`config.mk`:
```
export PLATFORM = sky130hd
export DESIGN_NAME = bram_lsu
export DESIGN_NICKNAME = d
export VERILOG_FILES = /design/src/rtl/bram_lsu_pkg.sv /design/src/rtl/lsu_align.sv /design/src/rtl/bram_lsu.sv
export SDC_FILE = /design/constraint.sdc
export NUM_CORES = 1
export LEC_CHECK = 0
export CAP_MARGIN = 20
export CELL_PAD_IN_SITES_DETAIL_PLACEMENT = 2
export CELL_PAD_IN_SITES_GLOBAL_PLACEMENT = 2
export CORE_ASPECT_RATIO = 0.7
export CORE_UTILIZATION = 40
export DETAILED_ROUTE_END_ITERATION = 10
export DONT_BUFFER_PORTS = 1
export PLACE_DENSITY = 0.91
export SETUP_SLACK_MARGIN = 0.2
export SLEW_MARGIN = 20
export SYNTH_ARGS = -nofsm -noshare
export SYNTH_HDL_FRONTEND = slang
export SYNTH_SLANG_ARGS = --single-unit
```
`constraint.sdc`:
```
create_clock -name clk -period 4.4 [get_ports clk]
set_clock_uncertainty 0.15 [all_clocks]
set_input_delay 0.88 -clock clk [delete_from_list [all_inputs] [get_ports clk]]
set_output_delay 0.88 -clock clk [all_outputs]
set_load 0.005 [all_outputs]
```
`src/rtl/bram_lsu_pkg.sv`:
```
// Shared load/store unit definitions: RV32I width codes,
// LSU state encoding and the default BRAM depth.
package bram_lsu_pkg;

  localparam int DEPTH_WORDS_DEF = 1024;

  localparam logic [2:0] F3_B  = 3'd0;
  localparam logic [2:0] F3_H  = 3'd1;
  localparam logic [2:0] F3_W  = 3'd2;
  localparam logic [2:0] F3_BU = 3'd4;
  localparam logic [2:0] F3_HU = 3'd5;

  typedef enum logic [2:0] {
    ST_IDLE,
    ST_RD_ISSUE,
    ST_RD_DATA,
    ST_WR,
    ST_RESP_ERR
  } lsu_state_e;

  // Unsigned widths exist only for loads.
  function automatic logic f3_legal(
    input logic [2:0] f3,
    input logic       we
  );
    logic ok;
    case (f3)
      F3_B, F3_H, F3_W: ok = 1'b1;
      F3_BU, F3_HU:     ok = !we;
      default:          ok = 1'b0;
    endcase
    return ok;
  endfunction

  function automatic logic misaligned(
    input logic [2:0] f3,
    input logic [1:0] lo
  );
    logic bad;
    case (f3)
      F3_W:        bad = (lo != 2'b00);
      F3_H, F3_HU: bad = lo[0];
      default:     bad = 1'b0;
    endcase
    return bad;
  endfunction

endpackage

```
`src/rtl/lsu_align.sv`:
```
// Lane extract for loads and lane merge for
// sub-word stores; purely combinational.
module lsu_align
  import bram_lsu_pkg::*;
(
  input  logic [2:0]  i_funct3,
  input  logic [1:0]  i_addr_lo,
  input  logic [31:0] i_word,
  input  logic [31:0] i_wdata,
  output logic [31:0] o_load,
  output logic [31:0] o_merged
);

  logic [7:0]  w_byte;
  logic [15:0] w_half;

  assign w_byte = i_word[8*i_addr_lo +: 8];
  assign w_half = i_addr_lo[1] ? i_word[31:16]
                               : i_word[15:0];

  always_comb begin
    o_load = i_word;
    case (i_funct3)
      F3_B:    o_load = {{24{w_byte[7]}}, w_byte};
      F3_BU:   o_load = {24'b0, w_byte};
      F3_H:    o_load = {{16{w_half[15]}}, w_half};
      F3_HU:   o_load = {16'b0, w_half};
      default: o_load = i_word;
    endcase
  end

  always_comb begin
    o_merged = i_wdata;
    case (i_funct3)
      F3_B: begin
        o_merged = i_word;
        o_merged[8*i_addr_lo +: 8] = i_wdata[7:0];
      end
      F3_H: begin
        o_merged = i_word;
        o_merged[16*i_addr_lo[1] +: 16] = i_wdata[15:0];
      end
      default: o_merged = i_wdata;
    endcase
  end

endmodule

```
`src/rtl/bram_lsu.sv`:
```
// Load/store unit in front of a 1-cycle synchronous BRAM;
// sub-word stores are done as read-modify-write.
module bram_lsu
  import bram_lsu_pkg::*;
#(
  parameter int DEPTH_WORDS = DEPTH_WORDS_DEF
) (
  input  logic        clk,
  input  logic        rstn,
  input  logic        req_valid,
  output logic        req_ready,
  input  logic        req_we,
  input  logic [2:0]  req_funct3,
  input  logic [31:0] req_addr,
  input  logic [31:0] req_wdata,
  output logic        resp_valid,
  output logic [31:0] resp_rdata,
  output logic        resp_err,
  output logic        mem_we,
  output logic [31:0] mem_addr,
  output logic [31:0] mem_din,
  input  logic [31:0] mem_dout
);

  localparam logic [31:0] LIMIT = 32'(4 * DEPTH_WORDS);

  lsu_state_e  r_state;
  lsu_state_e  w_next;

  logic        r_we;
  logic [2:0]  r_f3;
  logic [1:0]  r_lo;
  logic [31:0] r_wdata;

  logic        r_mem_we;
  logic [31:0] r_mem_addr;
  logic [31:0] r_mem_din;
  logic        r_resp_valid;
  logic        r_resp_err;
  logic [31:0] r_resp_rdata;

  logic        w_acc;
  logic        w_err;
  logic        w_we_n;
  logic [31:0] w_addr_n;
  logic [31:0] w_din_n;
  logic        w_rv_n;
  logic        w_err_n;
  logic [31:0] w_rd_n;
  logic [31:0] w_load;
  logic [31:0] w_merged;

  assign req_ready  = (r_state == ST_IDLE);
  assign w_acc      = req_valid && req_ready;
  assign w_err      = !f3_legal(req_funct3, req_we)
                   || misaligned(req_funct3, req_addr[1:0])
                   || (req_addr >= LIMIT);

  assign mem_we     = r_mem_we;
  assign mem_addr   = r_mem_addr;
  assign mem_din    = r_mem_din;
  assign resp_valid = r_resp_valid;
  assign resp_err   = r_resp_err;
  assign resp_rdata = r_resp_rdata;

  lsu_align u_align (
    .i_funct3  (r_f3),
    .i_addr_lo (r_lo),
    .i_word    (mem_dout),
    .i_wdata   (r_wdata),
    .o_load    (w_load),
    .o_merged  (w_merged)
  );

  always_ff @(posedge clk or negedge rstn) begin
    if (!rstn) r_state <= ST_IDLE;
    else       r_state <= w_next;
  end

  always_comb begin
    w_next = r_state;
    unique case (r_state)
      ST_IDLE: begin
        if (w_acc) begin
          if (w_err)
            w_next = ST_RESP_ERR;
          else if (req_we && req_funct3 == F3_W)
            w_next = ST_WR;
          else
            w_next = ST_RD_ISSUE;
        end
      end
      ST_RD_ISSUE: w_next = ST_RD_DATA;
      ST_RD_DATA:  w_next = r_we ? ST_WR : ST_IDLE;
      ST_WR:       w_next = ST_IDLE;
      ST_RESP_ERR: w_next = ST_IDLE;
      default:     w_next = ST_IDLE;
    endcase
  end

  // Next values of the registered outputs.
  always_comb begin
    w_we_n   = 1'b0;
    w_rv_n   = 1'b0;
    w_err_n  = 1'b0;
    w_rd_n   = '0;
    w_addr_n = r_mem_addr;
    w_din_n  = r_mem_din;
    unique case (r_state)
      ST_IDLE: begin
        if (w_acc) begin
          if (w_err) begin
            w_rv_n  = 1'b1;
            w_err_n = 1'b1;
          end else begin
            w_addr_n = {req_addr[31:2], 2'b00};
            if (req_we && req_funct3 == F3_W) begin
              w_we_n  = 1'b1;
              w_din_n = req_wdata;
            end
          end
        end
      end
      ST_RD_DATA: begin
        if (r_we) begin
          w_we_n  = 1'b1;
          w_din_n = w_merged;
        end else begin
          w_rv_n = 1'b1;
          w_rd_n = w_load;
        end
      end
      ST_WR:   w_rv_n = 1'b1;
      default: w_rv_n = 1'b0;
    endcase
  end

  always_ff @(posedge clk or negedge rstn) begin
    if (!rstn) begin
      r_we         <= 1'b0;
      r_f3         <= '0;
      r_lo         <= '0;
      r_wdata      <= '0;
      r_mem_we     <= 1'b0;
      r_mem_addr   <= '0;
      r_mem_din    <= '0;
      r_resp_valid <= 1'b0;
      r_resp_err   <= 1'b0;
      r_resp_rdata <= '0;
    end else begin
      if (w_acc) begin
        r_we    <= req_we;
        r_f3    <= req_funct3;
        r_lo    <= req_addr[1:0];
        r_wdata <= req_wdata;
      end
      r_mem_we     <= w_we_n;
      r_mem_addr   <= w_addr_n;
      r_mem_din    <= w_din_n;
      r_resp_valid <= w_rv_n;
      r_resp_err   <= w_err_n;
      r_resp_rdata <= w_rd_n;
    end
  end

endmodule

```
==> metrics.log <==
[metrics] status: complete, no violations
[metrics] Final Hold Violating Endpoints: 0
[metrics] Antenna Violating Nets Remaining: 0
[metrics] Die Wd: 157 um
[metrics] Hold Crit Class: in -> async
[metrics] initial antenna violation count: 0
[metrics] TritonCTS Sinks: 138
[metrics] Post-Syn Area: 6700 sq um
[metrics] worst r2r dst: mem_din[19]
[metrics] data arrival time at the worst-slack endpoint: 3.70 ns
[metrics] setup slack at placement: 1.05 ns
[metrics] number of diodes added for antenna fixing: 0
[metrics] Placement Cell Area: 6890 sq um
[metrics] Port Buffer Count: 0
[metrics] flop-to-flop setup slack: 0.91 ns
[metrics] cell family contributing the most delay on the critical path: flip-flops
[metrics] row count: 39
[metrics] Floorplan Core Area: 16300 sq um
[metrics] Worst setup EP type: flop
[metrics] fraction of the yosys area taken by sequential cells: 51.6%
[metrics] critical path's largest stage delay: 0.90 ns
[metrics] CTS tree: built
[metrics] CTS H-Tree Depth: 4
[metrics] Nets: 711
[metrics] largest net degree at the start of global routing: 139
[metrics] die extent in y: 110 um
[metrics] final routed DRC violation total: 0
[metrics] total setup violations reported at the end of the flow: 0
[metrics] Via Count: 5256
[metrics] clock period minus final worst setup slack: 3.49 ns
[metrics] Syn. warnings: 0
[metrics] aggregate routed wire length: 23.9 mm
[metrics] grt total ovfl: 0
[metrics] global-route wire length before repair: 35.7 mm
[metrics] Leakage Power: 0.00349 uW
[metrics] clock transition at the registers of the reported paths: 0.06 ns
[metrics] source of the worst register-to-register timing path: r_lo[0]
[metrics] Fin Setup TNS: 0 ns
[metrics] CTS buffer count: 17
[metrics] detailed-routing iteration count for the pre-antenna-repair pass: 5
[metrics] Primary FF master, synth: dfrtp_1
[metrics] total half-perimeter wirelength after legalization and detailed placement: 16.4 mm
[metrics] Max Clock Freq: 287 MHz
[metrics] worst reg-to-reg path cell count: 7
[metrics] number of flops mapped to enable cells by yosys: 0
[metrics] mean instance size in the synthesized netlist: 10.9 sq um
[metrics] critical-path maximum fanout: 16
[metrics] via count of the first global-routing pass: 5708
[metrics] Avg Vias per Cell: 6.25
[metrics] crit path cell chain: inv_1 -> ha_1 -> or3b_2 -> o32ai_2 -> a221oi_1 -> nor3_1 -> mux2_1
[metrics] Final Max Tran Viols: 0
[metrics] FILL cells: 1617
[metrics] post-layout total power: 3230 uW
[metrics] required arrival time at the worst endpoint: 4.62 ns
[metrics] placer congestion estimate: 0.867
[metrics] distinct cell type count of the synthesized netlist: 47
[metrics] Max clock buf depth: 2
[metrics] Max VDD drop: 0.229 mV
[metrics] summed area of non-filler cells in the final layout: 7510 sq um
[metrics] starting utilization of the core area: 41.0%
[metrics] Tightest Pin Transition: 0.894 ns
[metrics] clk_lat worst skew: 0.43 ns
[metrics] post-CTS setup buffer count: 0
[metrics] share of post-route cells with drive strength above 1: 17.9%
[metrics] startpoint type of the worst setup path: flop
[metrics] total I/O pin count: 203
[metrics] power per cell area: 431 nW/um^2
[metrics] RSZ-0062 raised after global routing: no
[metrics] gate count of the mapped netlist: 615
[metrics] worst rel slew slack: 40.4%
[metrics] area overhead of the layout relative to synthesis: 12.1%
[metrics] root buffer cell: clkbuf_16
[metrics] Crit path buffers/inverters: 1
[metrics] number of register bits inferred by synthesis: 138
[metrics] Post-synth ARST share: 100%
[metrics] Die Footprint: 17300 sq um
[metrics] Crit Path Class: reg -> reg
[metrics] number of violations reported at the end of detailed-routing iteration 0: 415
[metrics] setup slack of the critical path after layout: 0.911 ns
[metrics] Maximum Capacitance Violations: 0
[metrics] Global Route Usage Sum: 28.6%
[metrics] cell type of the slowest stage on the worst timing path: dfrtp_1
[metrics] post-cts gate resize count: 0
[metrics] final clock period utilization by the worst path: 79.3%
[metrics] DR WL/cell: 28.4 um
## cell usage after synthesis (all sizes together) (10+ instances only)
cell,n,area [sq um]
nor2b,21,131
nor3,17,85.1
a221oi,33,289
o21ai,33,165
buf,16,82.6
a21oi,19,98.9
clkbuf,29,109
o22ai,16,100
nand2,49,184
inv,37,139
mux2,69,777
nor2,43,161
dfrtp,138,3450
nand3,10,50.1
## final cells by class
class,instances,area [sq um],share of cell area (%)
Clock buffer,18,429,5.71
Clock inverter,14,139,1.85
Inverter,39,146,1.95
Multi-Input combinational cell,394,2920,38.9
Sequential cell,138,3450,46.0
Tap cell,225,282,3.75
Timing Repair Buffer,13,138,1.83
## metrics by stage
step / hold slack [ns] / std cells / utilization, %
2_1_floorplan: 0.325 / 616 / -
5_1_grt: 0.157 / 841 / 45.9
3_3_place_gp: 0.335 / 807 / 42.1
4_1_cts: -0.0187 / 839 / 45.6
3_5_place_dp: 0.350 / 807 / 42.1
6_report: 0.154 / 841 / 45.9
## flip-flops by register name, summed over array words and instances, names as in the netlist
name and count:
mem_din 32, r_wdata 32, resp_rdata 32, mem_addr 30
r_f3 3, r_state 3, r_lo 2, mem_we 1
r_we 1, resp_err 1, resp_valid 1
## kinds of logic (layout without fill, tap and decap cells)
family	count (synthesis)	after routing	share of synthesized area (%)
simple gates	161	161	11.7
compound gates	141	141	15.2
flops	138	138	51.6
mux	85	85	15.5
buf+inv	84	84	5.04
fa+ha+maj	5	5	0.934
other cells	1	2	0.0560
## worst reg2reg max path, cell delays in order, from the launching register on
cell      delay [ns]
dfrtp_1         0.90
inv_1           0.27
ha_1            0.45
or3b_2          0.47
o32ai_2         0.60
a221oi_1        0.19
nor3_1          0.24
mux2_1          0.15
## report_power, final
group	internal, uW	switching (uW)
Clock	789	609
Combinational	165	272
Sequential	1320	76.2
Total	2280	957
## layer usage
layer	vias to the layer above	GRT usage [%]	wire length (um)
li1	2199	-	-
met3	53	9.07	1750
met5	-	0	0
met4	0	11.1	732
met2	240	48.4	11700
met1	2764	34.4	9690
## how the worst max path moves through the flow
stage / start / end / depth (start not counted)
final: r_lo[0] / mem_din[19] / 7
after global routing: r_lo[0] / mem_din[17] / 7
after CTS: r_lo[0] / mem_din[17] / 7
after detailed placement: r_lo[0] / mem_din[19] / 7
after global placement: r_lo[0] / mem_din[20] / 7
after floorplan: r_lo[1] / mem_din[16] / 9
## placed cells by master, fill, tap and decap left out, types with 2 or more instances in the layout
cell type / instances
a21oi_1: 18
a221o_1: 8
a221oi_1: 33
a2bb2oi_1: 8
buf_16: 2
buf_4: 11
clkbuf_16: 17
clkinv_1: 2
clkinv_4: 4
clkinvlp_4: 4
conb_1: 2
dfrtp_1: 138
ha_1: 5
inv_1: 37
inv_6: 5
mux2_1: 21
mux2_2: 48
mux2i_1: 8
mux4_2: 8
nand2_1: 49
nand2b_1: 2
nand3_1: 10
nor2_1: 43
nor2b_1: 21
nor3_1: 17
nor3b_4: 2
nor4_1: 6
o21ai_0: 33
o221ai_1: 7
o22ai_1: 16
o2bb2ai_1: 8
o41ai_1: 2
or2_2: 3
Power figures use the tool's default switching activity.
==> edit, RTL diff (config.mk and constraints unchanged) <==
Register the output `resp_err` once more, cleared by the reset; this adds one clock of latency there. The other outputs are not delayed to match.
--- a/src/rtl/bram_lsu.sv
+++ b/src/rtl/bram_lsu.sv
@@ -62,3 +62,9 @@
   assign resp_valid = r_resp_valid;
-  assign resp_err   = r_resp_err;
+  always_ff @(posedge clk or negedge rstn) begin
+    if (!rstn) begin
+      resp_err <= '0;
+    end else begin
+      resp_err <= r_resp_err;
+    end
+  end
   assign resp_rdata = r_resp_rdata;
Function: changed (Yosys sat finds a counterexample within 4 cycles, from zero or initial values and one cycle with rstn low).
==> edit against the unedited design <==
Hold slack lost 170 ps. Wire length rose by 5.4%. Final area shrank 0.30%. Area after synthesis up 0.52%. Total power increased by 1.3%. Largest cell class unchanged. The run now ends with hold timing left. Largest power group is now clock. Worst setup slack gained 120 ps. Sequential cell count up 1. Critical endpoint is now mem_din[28].
==> edit: results (changes against the unedited design) <==
Run status
  • Status: finished with violations
  • Failing checks: hold timing

Critical path
  • Max FO, Critical Path: 28 (+12)
  • FF-to-FF path depth: 5 (-2)
  • Worst EP arrival: 3540 ps (-160 ps)
  • CP delay by family, top: compound AO/OA/AOI/OAI gates
  • Master of the slowest instance on the critical path: dfrtp_1
  • Crit path largest cell delay: 990 ps (+90 ps)

Logic synthesis
  • Synth cell count leaders: 139 x dfrtp_1, 50 x nor2_1, 48 x mux2_2
  • Largest cells by area after synthesis: dfrtp_1 52%, mux2_2 8.0%, a221oi_1 3.5%
  • Sequential share of the synthesized area: 0.5166 (+0.001034)
  • Synthesized instance count: 623 (+1.3%)
  • Netlist cell types: 46 (-2.1%)
  • Warnings from Yosys: 0 (unchanged)
  • Asr flop ratio synth: 1.000 (unchanged)
  • Top cell type's share of synthesized area: 0.5166 (+0.001034)
  • Dominant cell type by area after synthesis: dfrtp_1

Global routing
  • Initial antenna violation count: 5 (+5)
  • Number of global-route vias before repair: 5,950 (+4.2%)
  • Largest net degree at the start of global routing: 140 (+0.72%)
  • Global-route wire length before repair: 37,980 microns (+6.4%)
  • Global Route Usage Sum: 0.3022 (+0.01582)

Place
  • Gpl congestion: 0.8668 (unchanged)
  • HPWL after DPL: 17,140 microns (+4.4%)
  • I/O Buffers: 0 (unchanged)
  • Dpl cells: 814 (+0.87%)
  • Post-Place Cell Area: 6897 sq um (+0.15%)

CTS
  • Maximum clock path buffer count: 2 (unchanged)
  • CTS buffer count: 17 (unchanged)
  • Clk slew on worst S/H paths: 70 ps
  • Htree depth: 4 (unchanged)
  • Worst-skew pair later-pin latency: 440 ps
  • Clk root buf: clkbuf_16

Final layout
  • Fill cells: 1,707 (+5.6%)
  • Fin nets: 716 (+0.70%)
  • Layout cells sized above 1: 0.1675 (-0.01110)
  • Non-filler cells, final: 848 (+0.83%)

Routing
  • Routed len/inst: 29.72 microns (+4.5%)
  • Drt first pass iters: 5 (unchanged)
  • Initial DRC count: 415 (unchanged)
  • Vias per cell: 6.334 (+1.3%)
  • ANT nets after route: 0 (unchanged)

Hold path
  • Min-delay worst type: in -> async

STA
  • Hold slack: -16.97 ps (-171.4 ps)
  • Slew headroom: 0.3419 (-0.06184)
  • Final hold vios: 11 (+11)

Pwr
  • VDD IR max: 0.2325 mV (+1.7%)
  • Leak: 0.003479 uW (-0.38%)
[edit: cell types whose count changed in the layout (fill, tap and decap cells not counted), sizes merged, moves of 3 or more]
cell | unedited run | this run
nor3 | 17 | 22
nor2b | 21 | 28
nor2 | 43 | 50
a221oi | 33 | 27
o21ai | 33 | 28
clkbuf | 18 | 21
a2bb2oi | 8 | 1
a21oi | 19 | 32
buf | 13 | 9
inv | 42 | 33
[edit: logic make-up (layout without fill, tap and decap cells)]
logic type,after synthesis,count (layout),synth area share
flops,139,139,0.5166
mux,86,86,0.1555
fa+ha+maj,5,5,0.009292
other cells,1,4,0.0005570
buf+inv,77,74,0.04832
compound gates,138,138,0.1418
simple gates,177,177,0.1279
[edit: metrics by stage]
stage	total power, uW	hold WS, ps	setup WS [ps]	util
finish	3275	-16.97	1029	0.4567
detailed placement	1818	197.8	1257	0.4206
CTS	3278	-31.54	1124	0.4560
floorplan	1691	181.2	1728	-
global placement	1786	196.5	1328	0.4206
global route	3369	-36.87	962.7	0.4565
[edit: worst paths after layout]
check                      startpoint             end  slack [ps]
max                           r_f3[1]     mem_din[28]        1030
min                              rstn     r_wdata[10]         -20
max reg2reg                   r_f3[1]     mem_din[28]        1030
min reg2reg                r_resp_err        resp_err         220
max in group asynchronous        rstn  resp_rdata[30]        3860
min in group clk           r_resp_err        resp_err         220
[edit: timing repair]
item                      CTS  global route
gates resized for setup     0             0
hold endpoints to repair  139           139
buffers inserted            0             0
[edit: metal layers]
layer / vias up / GRT usage / share of wire
met5: - / 0 / 0.0014
met4: 6 / 0.1631 / 0.042
met3: 83 / 0.1150 / 0.10
met2: 304 / 0.4892 / 0.48
met1: 2767 / 0.3438 / 0.37
li1: 2211 / - / -
[edit: cell type report]
class | count | area (sq um) | area share
tap | 225 | 281.5 | 0.03760
clock inverter | 11 | 120.1 | 0.01604
clock buffer | 21 | 460.4 | 0.06150
multi-input combinational | 408 | 2950 | 0.3941
antenna | 2 | 5.005 | 0.0006684
inverter | 33 | 123.9 | 0.01654
sequential | 139 | 3478 | 0.4646
timing repair buffer | 9 | 67.56 | 0.009024
[edit: power breakdown]
part / total, uW / switching [uW] / internal [uW]
logic: 416 / 260 / 156
clock network: 1450 / 587 / 861
registers: 1410 / 78.2 / 1330
